[src/rtl/ram_pattern_engine_if.sv]
// Avalon-MM bus between the pattern engine and the single-port on-chip RAM (s1).
//   master : engine side, drives address/byteenable/chipselect/write/writedata/clken
//   slave  : RAM side, returns readdata one cycle after a read is presented
interface ram_pattern_engine_if #(
   parameter int unsigned ADDR_W = 13,
   parameter int unsigned DATA_W = 32
);
   localparam int unsigned BE_W = DATA_W / 8;

   logic [ADDR_W-1:0] m_address;
   logic [BE_W-1:0]   m_byteenable;
   logic              m_chipselect;
   logic              m_write;
   logic [DATA_W-1:0] m_writedata;
   logic              m_clken;
   logic [DATA_W-1:0] m_readdata;

   modport master (
      output m_address, m_byteenable, m_chipselect, m_write, m_writedata, m_clken,
      input  m_readdata
   );

   modport slave (
      input  m_address, m_byteenable, m_chipselect, m_write, m_writedata, m_clken,
      output m_readdata
   );
endinterface

[src/rtl/ram_pattern_engine.sv]
// RAM pattern engine: fills a word range with seed+i and/or reads it back and
// compares, for power-on initialisation and built-in memory test.
// Ports:
//   clk, reset_n         clock, synchronous active-low reset
//   start, abort         one-cycle request (IDLE only) / terminate operation
//   mode                 0=fill, 1=fill+verify, 2=verify, 3=fill
//   base_addr,word_count,seed  operation range and pattern seed
//   bus                  Avalon-MM master to the RAM s1 port
//   busy, done, pass, range_err, err_count, first_err_addr  status/results
module ram_pattern_engine #(
   parameter int unsigned ADDR_W = 13,
   parameter int unsigned DATA_W = 32,
   parameter int unsigned DEPTH  = 5120,
   parameter int unsigned ERR_W  = 16
) (
   input  logic                 clk,
   input  logic                 reset_n,
   input  logic                 start,
   input  logic                 abort,
   input  logic [1:0]           mode,
   input  logic [ADDR_W-1:0]    base_addr,
   input  logic [ADDR_W:0]      word_count,
   input  logic [DATA_W-1:0]    seed,
   ram_pattern_engine_if.master bus,
   output logic                 busy,
   output logic                 done,
   output logic                 pass,
   output logic                 range_err,
   output logic [ERR_W-1:0]     err_count,
   output logic [ADDR_W-1:0]    first_err_addr
);
   typedef enum logic [2:0] {S_IDLE, S_WRITE, S_READ, S_DRAIN, S_DONE} state_t;

   localparam logic [ADDR_W:0] DEPTH_L = (ADDR_W+1)'(DEPTH);
   localparam logic [ADDR_W:0] CNT_ONE = (ADDR_W+1)'(1);

   state_t              state_q, state_d;
   logic                wtr_q, wtr_d;          // read back after writing (mode 1)
   logic [ADDR_W-1:0]   base_q, base_d;
   logic [ADDR_W:0]     count_q, count_d;
   logic [DATA_W-1:0]   seed_q, seed_d;
   logic [ADDR_W:0]     idx_q, idx_d;
   logic [ADDR_W-1:0]   addr_q, addr_d;
   logic [DATA_W-1:0]   data_q, data_d;
   logic                rd_valid_q, rd_valid_d;
   logic [DATA_W-1:0]   exp_data_q, exp_data_d;
   logic [ADDR_W-1:0]   exp_addr_q, exp_addr_d;
   logic [ERR_W-1:0]    err_q, err_d;
   logic [ADDR_W-1:0]   ferr_q, ferr_d;
   logic                pass_q, pass_d;
   logic                rerr_q, rerr_d;
   logic                busy_q, done_q;
   logic                last_c;
   logic                wr_c, rd_c;

   assign last_c = (idx_q + CNT_ONE) == count_q;

   // Bus outputs are gated by abort so the RAM sees no access in the abort cycle.
   assign wr_c = (state_q == S_WRITE) && !abort;
   assign rd_c = (state_q == S_READ)  && !abort;

   assign bus.m_byteenable = '1;
   assign bus.m_clken      = 1'b1;
   assign bus.m_chipselect = wr_c || rd_c;
   assign bus.m_write      = wr_c;
   assign bus.m_address    = (wr_c || rd_c) ? addr_q : '0;
   assign bus.m_writedata  = wr_c ? data_q : '0;

   assign busy           = busy_q;
   assign done           = done_q;
   assign pass           = pass_q;
   assign range_err      = rerr_q;
   assign err_count      = err_q;
   assign first_err_addr = ferr_q;

   // Next-state, sequencing and compare logic.
   always_comb begin
      state_d    = state_q;
      wtr_d      = wtr_q;
      base_d     = base_q;
      count_d    = count_q;
      seed_d     = seed_q;
      idx_d      = idx_q;
      addr_d     = addr_q;
      data_d     = data_q;
      rd_valid_d = 1'b0;
      exp_data_d = data_q;
      exp_addr_d = addr_q;
      err_d      = err_q;
      ferr_d     = ferr_q;
      pass_d     = pass_q;
      rerr_d     = rerr_q;

      // Compare the word read in the previous cycle; runs even in an abort cycle.
      if (rd_valid_q && (bus.m_readdata != exp_data_q)) begin
         if (err_q == '0) ferr_d = exp_addr_q;
         if (err_q != '1) err_d = err_q + ERR_W'(1);
      end

      case (state_q)
         S_IDLE: begin
            if (start) begin
               wtr_d   = (mode == 2'd1);
               base_d  = base_addr;
               count_d = word_count;
               seed_d  = seed;
               idx_d   = '0;
               addr_d  = base_addr;
               data_d  = seed;
               err_d   = '0;
               ferr_d  = '0;
               pass_d  = 1'b0;
               rerr_d  = 1'b0;
               if (word_count == '0) begin
                  state_d = S_DONE;
                  pass_d  = 1'b1;
               // count is bounded first so the sum cannot wrap in ADDR_W+1 bits
               end else if ((word_count > DEPTH_L) ||
                            (({1'b0, base_addr} + word_count) > DEPTH_L)) begin
                  state_d = S_DONE;
                  rerr_d  = 1'b1;
               end else if (mode == 2'd2) begin
                  state_d = S_READ;
               end else begin
                  state_d = S_WRITE;
               end
            end
         end
         S_WRITE: begin
            if (abort) begin
               state_d = S_DONE;
               pass_d  = 1'b0;
            end else begin
               idx_d  = idx_q + CNT_ONE;
               addr_d = addr_q + ADDR_W'(1);
               data_d = data_q + DATA_W'(1);
               if (last_c) begin
                  if (wtr_q) begin
                     state_d = S_READ;
                     idx_d   = '0;
                     addr_d  = base_q;
                     data_d  = seed_q;
                  end else begin
                     state_d = S_DONE;
                     pass_d  = (err_d == '0);
                  end
               end
            end
         end
         S_READ: begin
            if (abort) begin
               state_d = S_DONE;
               pass_d  = 1'b0;
            end else begin
               rd_valid_d = 1'b1;
               idx_d      = idx_q + CNT_ONE;
               addr_d     = addr_q + ADDR_W'(1);
               data_d     = data_q + DATA_W'(1);
               if (last_c) state_d = S_DRAIN;
            end
         end
         S_DRAIN: begin
            state_d = S_DONE;
            pass_d  = !abort && (err_d == '0);
         end
         S_DONE: begin
            state_d = S_IDLE;
         end
         default: begin
            state_d = S_IDLE;
         end
      endcase
   end

   // State and result registers.
   always_ff @(posedge clk) begin
      if (!reset_n) begin
         state_q    <= S_IDLE;
         wtr_q      <= 1'b0;
         base_q     <= '0;
         count_q    <= '0;
         seed_q     <= '0;
         idx_q      <= '0;
         addr_q     <= '0;
         data_q     <= '0;
         rd_valid_q <= 1'b0;
         exp_data_q <= '0;
         exp_addr_q <= '0;
         err_q      <= '0;
         ferr_q     <= '0;
         pass_q     <= 1'b0;
         rerr_q     <= 1'b0;
         busy_q     <= 1'b0;
         done_q     <= 1'b0;
      end else begin
         state_q    <= state_d;
         wtr_q      <= wtr_d;
         base_q     <= base_d;
         count_q    <= count_d;
         seed_q     <= seed_d;
         idx_q      <= idx_d;
         addr_q     <= addr_d;
         data_q     <= data_d;
         rd_valid_q <= rd_valid_d;
         exp_data_q <= exp_data_d;
         exp_addr_q <= exp_addr_d;
         err_q      <= err_d;
         ferr_q     <= ferr_d;
         pass_q     <= pass_d;
         rerr_q     <= rerr_d;
         busy_q     <= (state_d != S_IDLE);
         done_q     <= (state_d == S_DONE);
      end
   end
endmodule

[src/flat_wrapper.sv]
// flat-port wrapper written by rule: the top's interface ports become plain ports
module ram_pattern_engine_flat 
#(
   parameter int unsigned ADDR_W = 13,
   parameter int unsigned DATA_W = 32,
   parameter int unsigned DEPTH  = 5120,
   parameter int unsigned ERR_W  = 16
)
  (clk, reset_n, start, abort, mode, base_addr, word_count, seed, busy, done, pass, range_err, err_count, first_err_addr, bus_m_address, bus_m_byteenable, bus_m_chipselect, bus_m_write, bus_m_writedata, bus_m_clken, bus_m_readdata);
  ram_pattern_engine_if #(.ADDR_W(ADDR_W), .DATA_W(DATA_W)) bus_i ();
  input  logic clk;
  input  logic reset_n;
  input  logic start;
  input  logic abort;
  input  logic [1:0] mode;
  input  logic [ADDR_W-1:0] base_addr;
  input  logic [ADDR_W:0] word_count;
  input  logic [DATA_W-1:0] seed;
  output logic busy;
  output logic done;
  output logic pass;
  output logic range_err;
  output logic [ERR_W-1:0] err_count;
  output logic [ADDR_W-1:0] first_err_addr;
  output wire logic [$bits(bus_i.m_address)-1:0] bus_m_address;
  output wire logic [$bits(bus_i.m_byteenable)-1:0] bus_m_byteenable;
  output wire logic [$bits(bus_i.m_chipselect)-1:0] bus_m_chipselect;
  output wire logic [$bits(bus_i.m_write)-1:0] bus_m_write;
  output wire logic [$bits(bus_i.m_writedata)-1:0] bus_m_writedata;
  output wire logic [$bits(bus_i.m_clken)-1:0] bus_m_clken;
  input wire logic [$bits(bus_i.m_readdata)-1:0] bus_m_readdata;
  assign bus_m_address = bus_i.m_address;
  assign bus_m_byteenable = bus_i.m_byteenable;
  assign bus_m_chipselect = bus_i.m_chipselect;
  assign bus_m_write = bus_i.m_write;
  assign bus_m_writedata = bus_i.m_writedata;
  assign bus_m_clken = bus_i.m_clken;
  assign bus_i.m_readdata = bus_m_readdata;
  ram_pattern_engine #(.ADDR_W(ADDR_W), .DATA_W(DATA_W), .DEPTH(DEPTH), .ERR_W(ERR_W)) u_core (.clk(clk), .reset_n(reset_n), .start(start), .abort(abort), .mode(mode), .base_addr(base_addr), .word_count(word_count), .seed(seed), .bus(bus_i), .busy(busy), .done(done), .pass(pass), .range_err(range_err), .err_count(err_count), .first_err_addr(first_err_addr));
endmodule
[config.mk]
export PLATFORM = sky130hd
export DESIGN_NAME = ram_pattern_engine_flat
export DESIGN_NICKNAME = d
export VERILOG_FILES = /design/src/rtl/ram_pattern_engine_if.sv /design/src/rtl/ram_pattern_engine.sv /design/src/flat_wrapper.sv
export SDC_FILE = /design/constraint.sdc
export NUM_CORES = 1
export LEC_CHECK = 0
export BUFFER_PORTS_ARGS = -buffer_cell sky130_fd_sc_hd__buf_2
export CAP_MARGIN = 20
export CELL_PAD_IN_SITES_DETAIL_PLACEMENT = 1
export CELL_PAD_IN_SITES_GLOBAL_PLACEMENT = 2
export CORE_ASPECT_RATIO = 2
export CORE_MARGIN = 10
export CORE_UTILIZATION = 30
export CTS_CLUSTER_SIZE = 20
export DETAILED_ROUTE_END_ITERATION = 8
export GPL_TIMING_DRIVEN = 0
export PLACE_DENSITY = 0.81
export REMOVE_ABC_BUFFERS = 1
export SETUP_SLACK_MARGIN = 0.05
export SKIP_CTS_REPAIR_TIMING = 1
export SYNTH_ARGS = -nofsm -noshare
export SYNTH_HDL_FRONTEND = slang
export SYNTH_SLANG_ARGS = --single-unit
[constraint.sdc]
create_clock -name clk -period 3.8 [get_ports clk]
set_input_delay 0.38 -clock clk [delete_from_list [all_inputs] [get_ports clk]]
set_output_delay 0.38 -clock clk [all_outputs]
set_load 0.01 [all_outputs]
==> out/qor.txt <==
Routed vias - 10700
Setup crit end - u_core.data_q[15]
Fin crit share - 93.6%
Via/cell ratio - 5.43
Synth Area in Adders - 2.23%
Slew margin rel. - 34.9%
Min-Delay Path Class - in2reg
Number of synthesized register bits - 201
Aggregate global-route resource usage - 18.0%
Min Hold Slack - 0.0983 ns
Grt total ovfl - 0
Synth area leader - dfxtp_1
Main combinational cell family by area after synthesis - simple AND/OR/NAND/NOR gates
PwrDens - 400 mW/mm²
CTS sink count - 201
Area of the mapped netlist - 0.0110 mm²
R2R Path End - u_core.data_q[15]
Sequential share of the synthesized area - 36.6%
Initial antenna violation count - 6
First-pass GRT wire length - 65.9 mm
Syn Inst Count - 1375
Final design utilization - 36.5%
Top_reg_cell synth - dfxtp_1
Setup TNS - 0 ns
Chip height - 291 µm
Final Instance Area - 0.0133 mm²
Xor and xnor area share after synthesis - 7.92%
Antenna Nets Post-Route - 0
R2R Path Start - u_core.idx_q[3]
Max-slew violation count - 0
Post-route setup slack - 0.244 ns
Worst Path Arrival - 3.95 ns
Hold Vio Cnt, Final - 0
Root Buffer - clkbuf_16
Final WL - 42.3 mm
Htree depth - 1
Pin count of the biggest net entering global routing - 85
Worst R2R Setup Slack - 0.24 ns
Clock Tree Buf Depth - 3
Inserted Clock Buffers - 21
Syn. warnings - 0
Worst VDD drop - 0.377 mV
Hpwl dp - 32.3 mm
Number of max-cap violations - 0
Die Span X - 155 µm
Actual slew at the worst max-slew pin - 0.967 ns
Status - finished, final reports clean
Number of global-route vias before repair - 11500
Starting DRT DRC Count - 384
Largest cells by area after synthesis - dfxtp_1 (37%), nand2_1 (6.8%), a21oi_1 (5.4%), and2_1 (4.9%), xor2_1 (4.6%)
Layout cell share with drive strength beyond 1 - 17.5%
Setup violations, final - 0
RD Place Congestion - 0.850
Number of synthesized flops with an enable pin - 0
Worst-Skew Late Latency - 0.52 ns
Setup Crit Path Kind - reg2reg
Min cycle time layout - 3.56 ns
Num ports - 182
Avg WL per Cell - 21.4 µm
Fmax - 0.281 GHz
Yosys cell types - 71
Area growth syn-to-layout - 20.9%
CP endpoint kind - flip-flop
Nets@finish - 1627
Lkg Pwr - 5.66 nW
Post-synthesis compound-gate area fraction - 20.1%
Share of the synthesized area in the top cell type - 36.6%
Synth Area in Simple Gates - 25.2%
Mux share of post-synthesis cell area - 3.31%
CTS tree - yes
Pre-antenna DRT Iters - 5
CP required - 4.20 ns
Setup crit start - u_core.idx_q[3]
Worst slack, placed - -0.438 ns
# DRC - 0
Initial Util - 30.2%
Clock Skews - 0.0202 ns
Total die area - 0.0452 mm²
Clk pin slew, worst setup/hold paths - 0.06 ns
DP Area - 0.0125 mm²
Crit-path max FO - 12
Core area - 0.0364 mm²
IO Port Bufs - 176
Row cnt - 99
RSZ-0062 raised after global routing - false
Reg2reg path depth - 10
Synth async-reset ratio - 0%
Mapped Avg Cell Area - 8.00 µm²
Crit start category - flip-flop
layer usage:
layer	GRT usage, %	wire length (µm)
met5	0	55
met1	17.8	15400
met2	35.9	23800
met3	2.50	1600
met4	7.08	1500
how the worst min path moves through the flow:
stage | start | to | slack [ns] | cells past startpoint
finish | mode[0] | u_core.state_q[1] | 0.1 | 2
global route | mode[0] | u_core.state_q[1] | 0.11 | 2
CTS | mode[0] | u_core.state_q[1] | 0.08 | 2
detailed placement | u_core.base_q[3] | u_core.base_q[3] | 0.45 | 2
global placement | u_core.seed_q[26] | u_core.seed_q[26] | 0.44 | 2
floorplan | u_core.seed_q[18] | u_core.seed_q[18] | 0.43 | 2
cells by family (layout without fill, tap and decap cells):
logic type | count (synthesis) | after routing
and+or+nand+nor | 564 | 564
DFF | 201 | 201
buffers and inverters | 125 | 268
xor gates and xnor gates | 98 | 98
AOI/OAI and AO/OA | 331 | 331
other | 1 | 7
adders and majority gates | 19 | 19
muxes | 36 | 36
where the power goes:
group / total (mW) / internal (mW) / switching (mW) / leakage [nW]
registers: 2.37 / 2.24 / 0.137 / 1.65
logic: 0.802 / 0.330 / 0.472 / 3.68
clock network: 2.14 / 1.24 / 0.909 / 0.335
total: 5.32 / 3.80 / 1.52 / 5.66
worst max-delay path, stage by stage, from the launching register on:
cell	delay, ns
dfxtp_1	0.54
and4_2	0.43
nand3_1	0.13
or4_4	0.57
a211oi_4	0.37
o2111ai_4	0.40
buf_16	0.30
nor2_4	0.13
buf_12	0.15
a221oi_1	0.10
a221oi_1	0.28
state kept, by name, summed over array words and instances, names as in the netlist, 3 cells and up:
| name | count |
|---|---|
| u_core.data_q | 32 |
| u_core.exp_data_q | 32 |
| u_core.seed_q | 32 |
| u_core.err_count | 16 |
| u_core.count_q | 14 |
| u_core.idx_q | 14 |
| u_core.addr_q | 13 |
| u_core.base_q | 13 |
| u_core.exp_addr_q | 13 |
| u_core.first_err_addr | 13 |
| u_core.state_q | 3 |
cell type report:
| class | instances | area [µm²] |
|---|---|---|
| multi-input combinational | 1053 | 6540 |
| clock buffer | 24 | 547 |
| timing repair buffer | 205 | 1370 |
| sequential | 201 | 4020 |
| tap | 454 | 568 |
| fill | 4452 | 23100 |
| antenna | 2 | 5.00 |
| inverter | 29 | 110 |
| clock inverter | 10 | 135 |
placed cells by master (no fill, tap or decap), types with 6 or more instances in the layout:
cell type,instances
dfxtp_1,201
nand2_1,198
buf_2,175
a21oi_1,119
nor2_1,94
and2_1,86
xor2_1,58
o21ai_0,55
nand3_1,46
xnor2_1,39
mux2i_1,33
a221oi_1,29
inv_1,28
nand4_1,26
clkbuf_16,21
nor3_1,20
a31oi_1,19
nor4_1,18
ha_1,17
o211a_1,16
nand2b_1,12
and4_1,12
or3_1,12
o21a_1,11
buf_4,11
a211oi_1,10
buf_16,10
and3_1,9
or4_1,6
o211ai_1,6
cell usage after synthesis (26+ instances only):
library cell	number
inv_1	28
nor2_1	98
o21ai_0	55
nand3_1	46
mux2i_1	33
nand2_1	198
clkbuf_1	75
a21oi_1	119
dfxtp_1	201
xnor2_1	39
nand4_1	26
xor2_1	58
a221oi_1	29
and2_1	86
stage by stage:
stage | power [mW] | std cells
after floorplan | 2.84 | 1283
after global placement | 3.15 | 1913
after detailed placement | 3.22 | 1936
after CTS | 5.38 | 1970
after global routing | 5.55 | 1978
final | 5.32 | 1978
Note: power is estimated with default switching activity, not from simulation.
